File: config.mk
export PLATFORM = sky130hd
export DESIGN_NAME = forward_pass_sequencer
export DESIGN_NICKNAME = d
export VERILOG_FILES = /design/src/rtl/forward_pass_sequencer.sv
export SDC_FILE = /design/constraint.sdc
export NUM_CORES = 1
export LEC_CHECK = 0
export ABC_AREA = 1
export CAP_MARGIN = 15
export CORE_ASPECT_RATIO = 1.25
export CORE_UTILIZATION = 40
export CTS_CLUSTER_DIAMETER = 30
export DETAILED_ROUTE_END_ITERATION = 10
export GPL_ROUTABILITY_DRIVEN = 0
export GPL_TIMING_DRIVEN = 0
export PLACE_DENSITY = 0.67
export SLEW_MARGIN = 20
export SYNTH_ARGS = -nofsm -noshare
export SYNTH_HDL_FRONTEND = slang
export SYNTH_SLANG_ARGS = --single-unit
File: constraint.sdc
create_clock -name clk -period 2.9 [get_ports clk]
set_input_delay 0.29 -clock clk [delete_from_list [all_inputs] [get_ports clk]]
set_output_delay 0.29 -clock clk [all_outputs]
set_load 0.02 [all_outputs]
File: src/rtl/forward_pass_sequencer.sv
// forward_pass_sequencer: drives a forward_pass_top accelerator from a load
// stream. It forwards (control, value) words, issues the run command, waits
// for done under a watchdog, captures the streamed class scores, and returns
// the argmax class and score on a valid/ready result port.
module forward_pass_sequencer #(
  parameter int unsigned BUS_WIDTH      = 32,
  parameter int unsigned NUM_CLASSES    = 10,
  parameter logic [3:0]  IDLE_CTL       = 4'd15,
  parameter int unsigned TIMEOUT_CYCLES = 1000000
) (
  input  logic                 clk,
  input  logic                 rst_n,
  // load stream
  input  logic                 s_valid,
  output logic                 s_ready,
  input  logic [3:0]           s_ctl,
  input  logic [BUS_WIDTH-1:0] s_val,
  input  logic                 s_last,
  // accelerator pins
  output logic [3:0]           fp_control,
  output logic [BUS_WIDTH-1:0] fp_in_bus,
  input  logic                 fp_done,
  input  logic [BUS_WIDTH-1:0] fp_out_bus,
  // result port
  output logic                 res_valid,
  input  logic                 res_ready,
  output logic [3:0]           res_class,
  output logic [BUS_WIDTH-1:0] res_score,
  output logic                 res_timeout,
  output logic                 busy
);

  localparam int unsigned IDX_W   = 4;
  localparam int unsigned WD_W    = (TIMEOUT_CYCLES > 1) ? $clog2(TIMEOUT_CYCLES) : 1;
  localparam logic [WD_W-1:0]  WD_LAST  = WD_W'(TIMEOUT_CYCLES - 1);
  localparam logic [IDX_W-1:0] IDX_LAST = IDX_W'(NUM_CLASSES - 1);
  localparam logic [3:0]       RUN_CTL  = 4'd0;
  localparam logic [3:0]       TO_CLASS = 4'hF;

  typedef enum logic [2:0] {
    ST_IDLE    = 3'd0,
    ST_LOAD    = 3'd1,
    ST_RUN     = 3'd2,
    ST_COLLECT = 3'd3,
    ST_RESULT  = 3'd4
  } state_e;

  state_e                       state_q;
  logic                         s_ready_q;
  logic [3:0]                   fp_control_q;
  logic [BUS_WIDTH-1:0]         fp_in_bus_q;
  logic                         res_valid_q;
  logic [3:0]                   res_class_q;
  logic [BUS_WIDTH-1:0]         res_score_q;
  logic                         res_timeout_q;
  logic                         busy_q;
  logic [WD_W-1:0]              wd_q;
  logic [IDX_W-1:0]             idx_q;
  logic [IDX_W-1:0]             best_idx_q;
  logic signed [BUS_WIDTH-1:0]  best_score_q;

  logic                         s_fire;
  logic                         res_fire;
  logic [3:0]                   fwd_ctl;
  logic                         score_gt;

  // Handshakes, illegal-run-command filter and running argmax compare
  always_comb begin
    s_fire   = s_valid & s_ready_q;
    res_fire = res_valid_q & res_ready;
    fwd_ctl  = (s_ctl == RUN_CTL) ? IDLE_CTL : s_ctl;
    score_gt = $signed(fp_out_bus) > best_score_q;
  end

  // Sequencer FSM with all outputs registered
  always_ff @(posedge clk or negedge rst_n) begin
    if (!rst_n) begin
      state_q       <= ST_IDLE;
      s_ready_q     <= 1'b0;
      fp_control_q  <= IDLE_CTL;
      fp_in_bus_q   <= '0;
      res_valid_q   <= 1'b0;
      res_class_q   <= '0;
      res_score_q   <= '0;
      res_timeout_q <= 1'b0;
      busy_q        <= 1'b0;
      wd_q          <= '0;
      idx_q         <= '0;
      best_idx_q    <= '0;
      best_score_q  <= '0;
    end else begin
      case (state_q)
        ST_IDLE, ST_LOAD: begin
          if (s_fire) begin
            fp_control_q <= fwd_ctl;
            fp_in_bus_q  <= s_val;
            busy_q       <= 1'b1;
            if (s_last) begin
              // last word stays on the pins for the first RUN cycle
              state_q   <= ST_RUN;
              s_ready_q <= 1'b0;
              wd_q      <= '0;
            end else begin
              state_q   <= ST_LOAD;
              s_ready_q <= 1'b1;
            end
          end else begin
            fp_control_q <= IDLE_CTL;
            s_ready_q    <= 1'b1;
          end
        end

        ST_RUN: begin
          fp_control_q <= RUN_CTL;
          if (fp_done) begin
            best_score_q <= $signed(fp_out_bus);
            best_idx_q   <= '0;
            idx_q        <= IDX_W'(1);
            state_q      <= ST_COLLECT;
          end else if (wd_q >= WD_LAST) begin
            state_q       <= ST_RESULT;
            fp_control_q  <= IDLE_CTL;
            res_valid_q   <= 1'b1;
            res_timeout_q <= 1'b1;
            res_class_q   <= TO_CLASS;
            res_score_q   <= '0;
          end else begin
            wd_q <= wd_q + WD_W'(1);
          end
        end

        ST_COLLECT: begin
          fp_control_q <= RUN_CTL;
          if (score_gt) begin
            best_score_q <= $signed(fp_out_bus);
            best_idx_q   <= idx_q;
          end
          if (idx_q >= IDX_LAST) begin
            // fold the final score directly into the published result
            state_q       <= ST_RESULT;
            fp_control_q  <= IDLE_CTL;
            res_valid_q   <= 1'b1;
            res_timeout_q <= 1'b0;
            res_class_q   <= score_gt ? idx_q : best_idx_q;
            res_score_q   <= score_gt ? fp_out_bus : best_score_q;
          end else begin
            idx_q <= idx_q + IDX_W'(1);
          end
        end

        ST_RESULT: begin
          fp_control_q <= IDLE_CTL;
          if (res_fire) begin
            res_valid_q <= 1'b0;
            state_q     <= ST_IDLE;
            s_ready_q   <= 1'b1;
            busy_q      <= 1'b0;
          end
        end

        default: begin
          state_q      <= ST_IDLE;
          s_ready_q    <= 1'b0;
          fp_control_q <= IDLE_CTL;
          res_valid_q  <= 1'b0;
          busy_q       <= 1'b0;
        end
      endcase
    end
  end

  // Output ports driven straight from registers
  assign s_ready     = s_ready_q;
  assign fp_control  = fp_control_q;
  assign fp_in_bus   = fp_in_bus_q;
  assign res_valid   = res_valid_q;
  assign res_class   = res_class_q;
  assign res_score   = res_score_q;
  assign res_timeout = res_timeout_q;
  assign busy        = busy_q;

endmodule
# --- Word level (Yosys, flattened, before mapping) ---
# Index checks and enable logic that the tools add are counted.
word_totals:
  reg_bits: 139
  latch_bits: 0
  ram_bits: 0
  mem_bits_ro: 0
  in_bits: 74
  output_inout_bits: 76
  elab_cells: 99
  n_memories: 0
op_classes:
  n_addsub: 2
  n_mul: 0
  n_div: 0
  order_cmp: 3
  n_eq_ne: 14
  shifts: 0
  muxes: 48
  bitwise: 4
  n_reduce_logical: 15
op_table:
  columns: ["operator", "count"]
  rows:
  - ["$mux 32", 5]
  - ["$pmux 32 s2", 2]
  - ["$mux 20", 4]
  - ["$mux 4", 12]
  - ["$pmux 20 s2", 1]
  - ["$gt 32x32->1", 1]
  - ["$pmux 4 s2", 3]
  - ["$add 20x1->20 const B", 1]
  - ["$ge 20x20->1 const B", 1]
  - ["$ne 2x2->1 const B", 9]
  - ["$mux 3", 5]
  - ["$pmux 3 s4", 1]
  - ["$pmux 4 s3", 1]
  - ["$reduce_and 5->1", 2]
  - ["$mux 1", 9]
  - ["$reduce_and 4->1", 2]
  - ["$eq 3x2->1 const B", 2]
  - ["$pmux 1 s3", 2]
  - ["$reduce_and 2->1", 3]
  - ["$reduce_and 3->1", 2]
  - ["$add 4x1->4 const B", 1]
  - ["$ge 4x4->1 const B", 1]
  - ["$logic_not 4->1", 1]
  - ["$pmux 1 s4", 1]
  - ["other kinds (10)", 14]

# --- Longest topological paths before layout ---
logic_depth:
  ltp_word: 4
  depth_mapped: 20
  depth_no_buf: 19

# --- Worst setup path after synthesis ---
# No wires, ideal clock.
synth_path:
  path_type: "reg-to-reg"
  startpoint: "register best_score_q[31]"
  endpoint: "register res_class_q[0] (netlist: res_class[0])"
  setup_ns: 0.117
  arrival_ns: 1.902
  t_required_ns: 2.783
  slack_ns: 0.881
  stages_incl_launch_ff: 15
  n_path_buf: 1
  period_less_slack_ns: 2.019
  path_cell_list: "dfrtp_1 inv_1 ha_1 a21oi_1 o21a_1 nand2_1 a21oi_1 nand2_1 nand2_2 nand3_4 buf_6 nand2_1 nand3_1 nand2_1 nand2_1"
synth_between:
  elab_chain_len: 4
synth_lines:
  columns: ["item", "line", "text"]
  rows:
  - ["start, declared", "60", "logic signed [BUS_WIDTH-1:0] best_score_q;"]
  - ["start signal, assigned", "116", "best_score_q <= $signed(fp_out_bus);"]
  - ["start signal, assigned", "135", "best_score_q <= $signed(fp_out_bus);"]
  - ["$gt 32x32->1", "72", "score_gt = $signed(fp_out_bus) > best_score_q;"]
  - ["$mux 4", null, null]
  - ["$mux 4", "138", "if (idx_q >= IDX_LAST) begin"]
  - ["$pmux 4 s2", "92", "case (state_q)"]
  - ["end signal, assigned", "144", "res_class_q <= score_gt ? idx_q : best_idx_q;"]
  - ["end, declared", "53", "logic [3:0] res_class_q;"]
# Every way passes these cells. The select of a mux whose other input is x is not followed.
# A chain may end at the register's enable or synchronous reset.

# --- Worst setup path in the final report ---
layout_path:
  startpoint: "register best_score_q[23]"
  endpoint: "register best_score_q[31]"
layout_between:
  elab_chain_len: 3
layout_lines:
  columns: ["item", "line"]
  rows:
  - ["$gt 32x32->1", "72"]
  - ["$mux 32", null]
  - ["$pmux 32 s2", null]
# Every way passes these cells.

==> results.txt <==
Across the VDD grid, the largest voltage drop is 486 uV. The tools report the sequential share of the synthesized area as 46.1%. The sequential cells in the finished layout cover a total of 3480 um^2. The pre-antenna-repair detailed-routing pass consisted of 8 iterations. The layout overhead on the synthesized area was 32.0%; the combinational share of power was 47.5%. The first global-routing pass estimated 33,500 um of wire.

By count the netlist is led by 185 x nand2_1, 135 x dfrtp_1, 108 x inv_1. After detailed routing, the total wire length is 20,400 um. The tools report the root buffer cell as clkbuf_16. Die span in x: 125 um. The type of the tightest min-delay check was input pin to asynchronous set/reset pin. Summing internal, switching and leakage power gives 0.0101 W.

The cell with the biggest individual delay on the critical path is clkbuf_1. In this run the static leakage power is 4.54 nW. The CTS sink count came out at 139. Setup repair after global routing left no endpoint under its margin. Die area: 19,500 um^2. The layout filler cell count was 1,675; the final core utilization was 54.5%. The startpoint class of the critical path was a flop.

The number of flops mapped to enable cells by yosys was 0. The run gives 6,835 as the number of global-route vias before repair. The signal on the critical path passes through inv_1, ha_1, nand2_1, nor2_1, nand4_1, nor2_2, nand4_2, clkbuf_1, nand4_1, nand3_1, a21oi_1.

In the synthesized netlist the async set-or-reset flop fraction comes to 100%. The number of ports placed on the die boundary was 150; the total number of vias was 6,787. The overall fraction of global-route tracks in use was 21.6%.

Synthesis inferred 139 register bits. The switching power as a share of total power is 40.0%. Synthesis produced 908 cells. Setup violations remaining at the end of the flow were counted as 0.

The floorplan step set the die height to 156 um. On the critical path the largest part of the delay comes from simple AND/OR/NAND/NOR gates. The H-tree generated during clock tree synthesis spans 4 levels. The logs give 0.400 GHz for the top achievable clock speed and 0 for the number of max-cap violations.

The worst clock skew on the final layout came out at 0.00897 ns. The post-synthesis cell area came out at 7560 um^2. The net count of the finished layout is 1,188. Entering global routing, the biggest net connects 74 pins.

The area share of the largest cell type after synthesis was 44.7%. By startpoint and endpoint, the worst setup path is classified as flop to flop. The multi-input combinational cells in the finished layout cover a total of 3460 um^2. The latest clock arrival within the worst-skew pair is 0.42 ns.

The mean instance size in the synthesized netlist is 8.33 um^2. The run gives 41.3% as the effective utilization at floorplan. At the worst endpoint, the required time is 3.24 ns. The number of antenna diodes in the final layout is 0. The final hold violation count is 0, and the power density over cell area is 1010 nW/um^2.

After detailed routing, the number of remaining DRC violations is 22. Leading area contributor after synthesis: dfrtp_1. The number of placement rows was 55; the clock network fraction of design power was 22.0%. The tools report the final worst setup slack as 0.400 ns. The number of DRC markers after the initial detailed-route iteration is 420, and the longest individual stage delay on the worst path is 0.35 ns. For this design the total switching power over the nets is 0.00404 W. The tools report the worst hold slack after final layout as 0.433 ns.

Dividing the detail-routed wire length by the instance count gives 15.5 um. The number of nets in the synthesized netlist is 1,018. Summed over all nets, the half-perimeter wirelength after detailed placement is 14,700 um.

TritonCTS built the clock tree. In this design, the critical path's most frequently occurring cell is nand4_1. In this run the tightest slew margin relative to its limit is 60.3%. For the internal power of the cells, the log shows 0.00606 W.

The overall overflow remaining after global route was 0; the via count normalized by instance count was 5.15. Buffers inserted during clock tree synthesis total 17. The run gives 0 as the number of antenna violations at the first check in global routing. After layout, the minimum clock period comes to 2.50 ns. The flow ran to the end, but the final reports show violations. Ranked by total cell area, the synthesized netlist is headed by dfrtp_1 45%, nand2_1 9.2%, ha_1 6.0%. Clock-pin slew was measured on the worst setup and hold paths at 0.06 ns.

The worst setup path is captured at a flop. The worst path uses 86.2% of the clock period. The deepest clock path buffer count is 2.

The worst setup slack before clock tree synthesis is 0.00833 ns, and the transition at the pin with the smallest max-transition slack is 0.596 ns. The number of warnings issued by yosys is 0, and the largest fanout on the critical path is 10. The number of distinct library cell variants in the gate-level netlist after synthesis came out at 39. The checks that failed: DRC.

The fraction of layout instances using a drive strength above 1 is 9.72%, and the area of the core is 18,300 um^2. The number of setup buffers added after CTS was 0; the post-route antenna net violation count was 0. Among all cell types in the netlist, the one instantiated most often is nand2_1.

The final max-slew violation count came out at 0. In this run, post-CTS repair resized a total of 0 instances. The flip-flop cell with the highest count after synthesis is dfrtp_1.

The number of buffer and inverter stages on the critical path came out at 2. The number of I/O port buffers works out to 149. The logs give 2.84 ns for the worst path arrival time and 30.4% for the part of the power in registers.
==> what timing repair did <==
action | 4_1_cts | 5_1_grt
hold endpoints to repair | 68 | 0
setup endpoints to repair | 0 | 0
hold buffers | 1 | 0
==> placed cells by master, fill, tap and decap left out, types with 4 or more instances in the layout <==
master	Yosys	layout
o21ai_1	31	31
ha_1	36	36
o31ai_1	9	9
dfstp_2	4	4
xnor2_1	4	4
clkdlybuf4s50_1	0	148
a21oi_1	58	58
nor2_1	60	60
nand2_1	185	185
inv_2	4	4
clkbuf_1	19	20
nand4_1	49	49
xor2_1	5	5
nor4_1	4	4
nand3_1	53	53
inv_1	108	108
clkbuf_16	0	17
mux2_2	32	32
nor3_1	12	12
buf_2	15	15
dfrtp_1	135	135
a31oi_1	5	5
o21ai_0	53	53
clkinvlp_4	0	4
==> final cells by class <==
class	instances	area share, %
clock buffer	18	4.30
tap	228	2.86
inverter	112	4.21
multi-input combinational	616	34.6
buffer	41	2.01
clock inverter	14	1.70
timing repair buffer	151	15.4
sequential	139	34.9
==> final timing paths <==
| check | start | endpoint | slack [ns] | cells after the start |
|---|---|---|---|---|
| min in group clk | res_class[0]$_DFFE_PN0P_ | res_class[0]$_DFFE_PN0P_ | 0.48 | 2 |
| setup reg to reg | best_score_q[23]$_DFFE_PN0P_ | best_score_q[31]$_DFFE_PN0P_ | 0.40 | 11 |
| max in group asynchronous | rst_n | best_score_q[30]$_DFFE_PN0P_ | 1.72 | 3 |
| setup / recovery | best_score_q[23]$_DFFE_PN0P_ | best_score_q[31]$_DFFE_PN0P_ | 0.40 | 11 |
| hold / removal | rst_n | wd_q[16]$_DFFE_PN0P_ | 0.43 | 2 |
| hold reg to reg | res_class[0]$_DFFE_PN0P_ | res_class[0]$_DFFE_PN0P_ | 0.48 | 2 |
==> logic make-up after synthesis <==
logic type               share of synthesized area [%]
adder cells (fa/ha/maj)                           5.96
multiplexers                                      4.77
XOR/XNOR                                          1.04
AO/OA/AOI/OAI                                     11.7
AND/OR/NAND/NOR                                   22.3
flip-flops                                        46.1
buffers and inverters                             8.21
==> worst reg2reg max path: stages (launching register included) <==
cell and delay [ns]:
dfrtp_1 0.34, inv_1 0.06, ha_1 0.29, nand2_1 0.08, nor2_1 0.15, nand4_1 0.20
nor2_2 0.19, nand4_2 0.30, clkbuf_1 0.35, nand4_1 0.18, nand3_1 0.13, a21oi_1 0.17
==> stage by stage <==
stage	instances	area (um^2)	TNS [ns]
global placement	1285	9340	-591.61
detailed placement	1286	9370	0
finish	1319	9980	0
floorplan	908	7560	0
global route	1319	9980	0
CTS	1319	9980	0
==> sequential cells by signal, summed over array words and instances (netlist names), 3 cells and up <==
| register | count |
|---|---|
| state_q | 3 |
| fp_in_bus | 32 |
| res_class | 4 |
| fp_control | 4 |
| idx_q | 4 |
| res_score | 32 |
| best_score_q | 32 |
| wd_q | 20 |
| best_idx_q | 4 |
==> power by group through the flow <==
stage                     Combinational [W]  Sequential, W  Clock, W
after detailed placement            0.00480        0.00310         0
after global routing                0.00530        0.00316   0.00235
after global placement              0.00472        0.00308         0
after CTS                           0.00484        0.00308   0.00227
after floorplan                     0.00257        0.00356         0
final                               0.00480        0.00307   0.00222
==> layer usage <==
metal / part of all wire (%) / GRT usage [%]
met1: 42 / 25.5
met2: 52 / 38.8
met3: 4.5 / 4.60
met4: 1.7 / 7.38
met5: 0 / 0
Note: power is estimated with default switching activity, not from simulation.
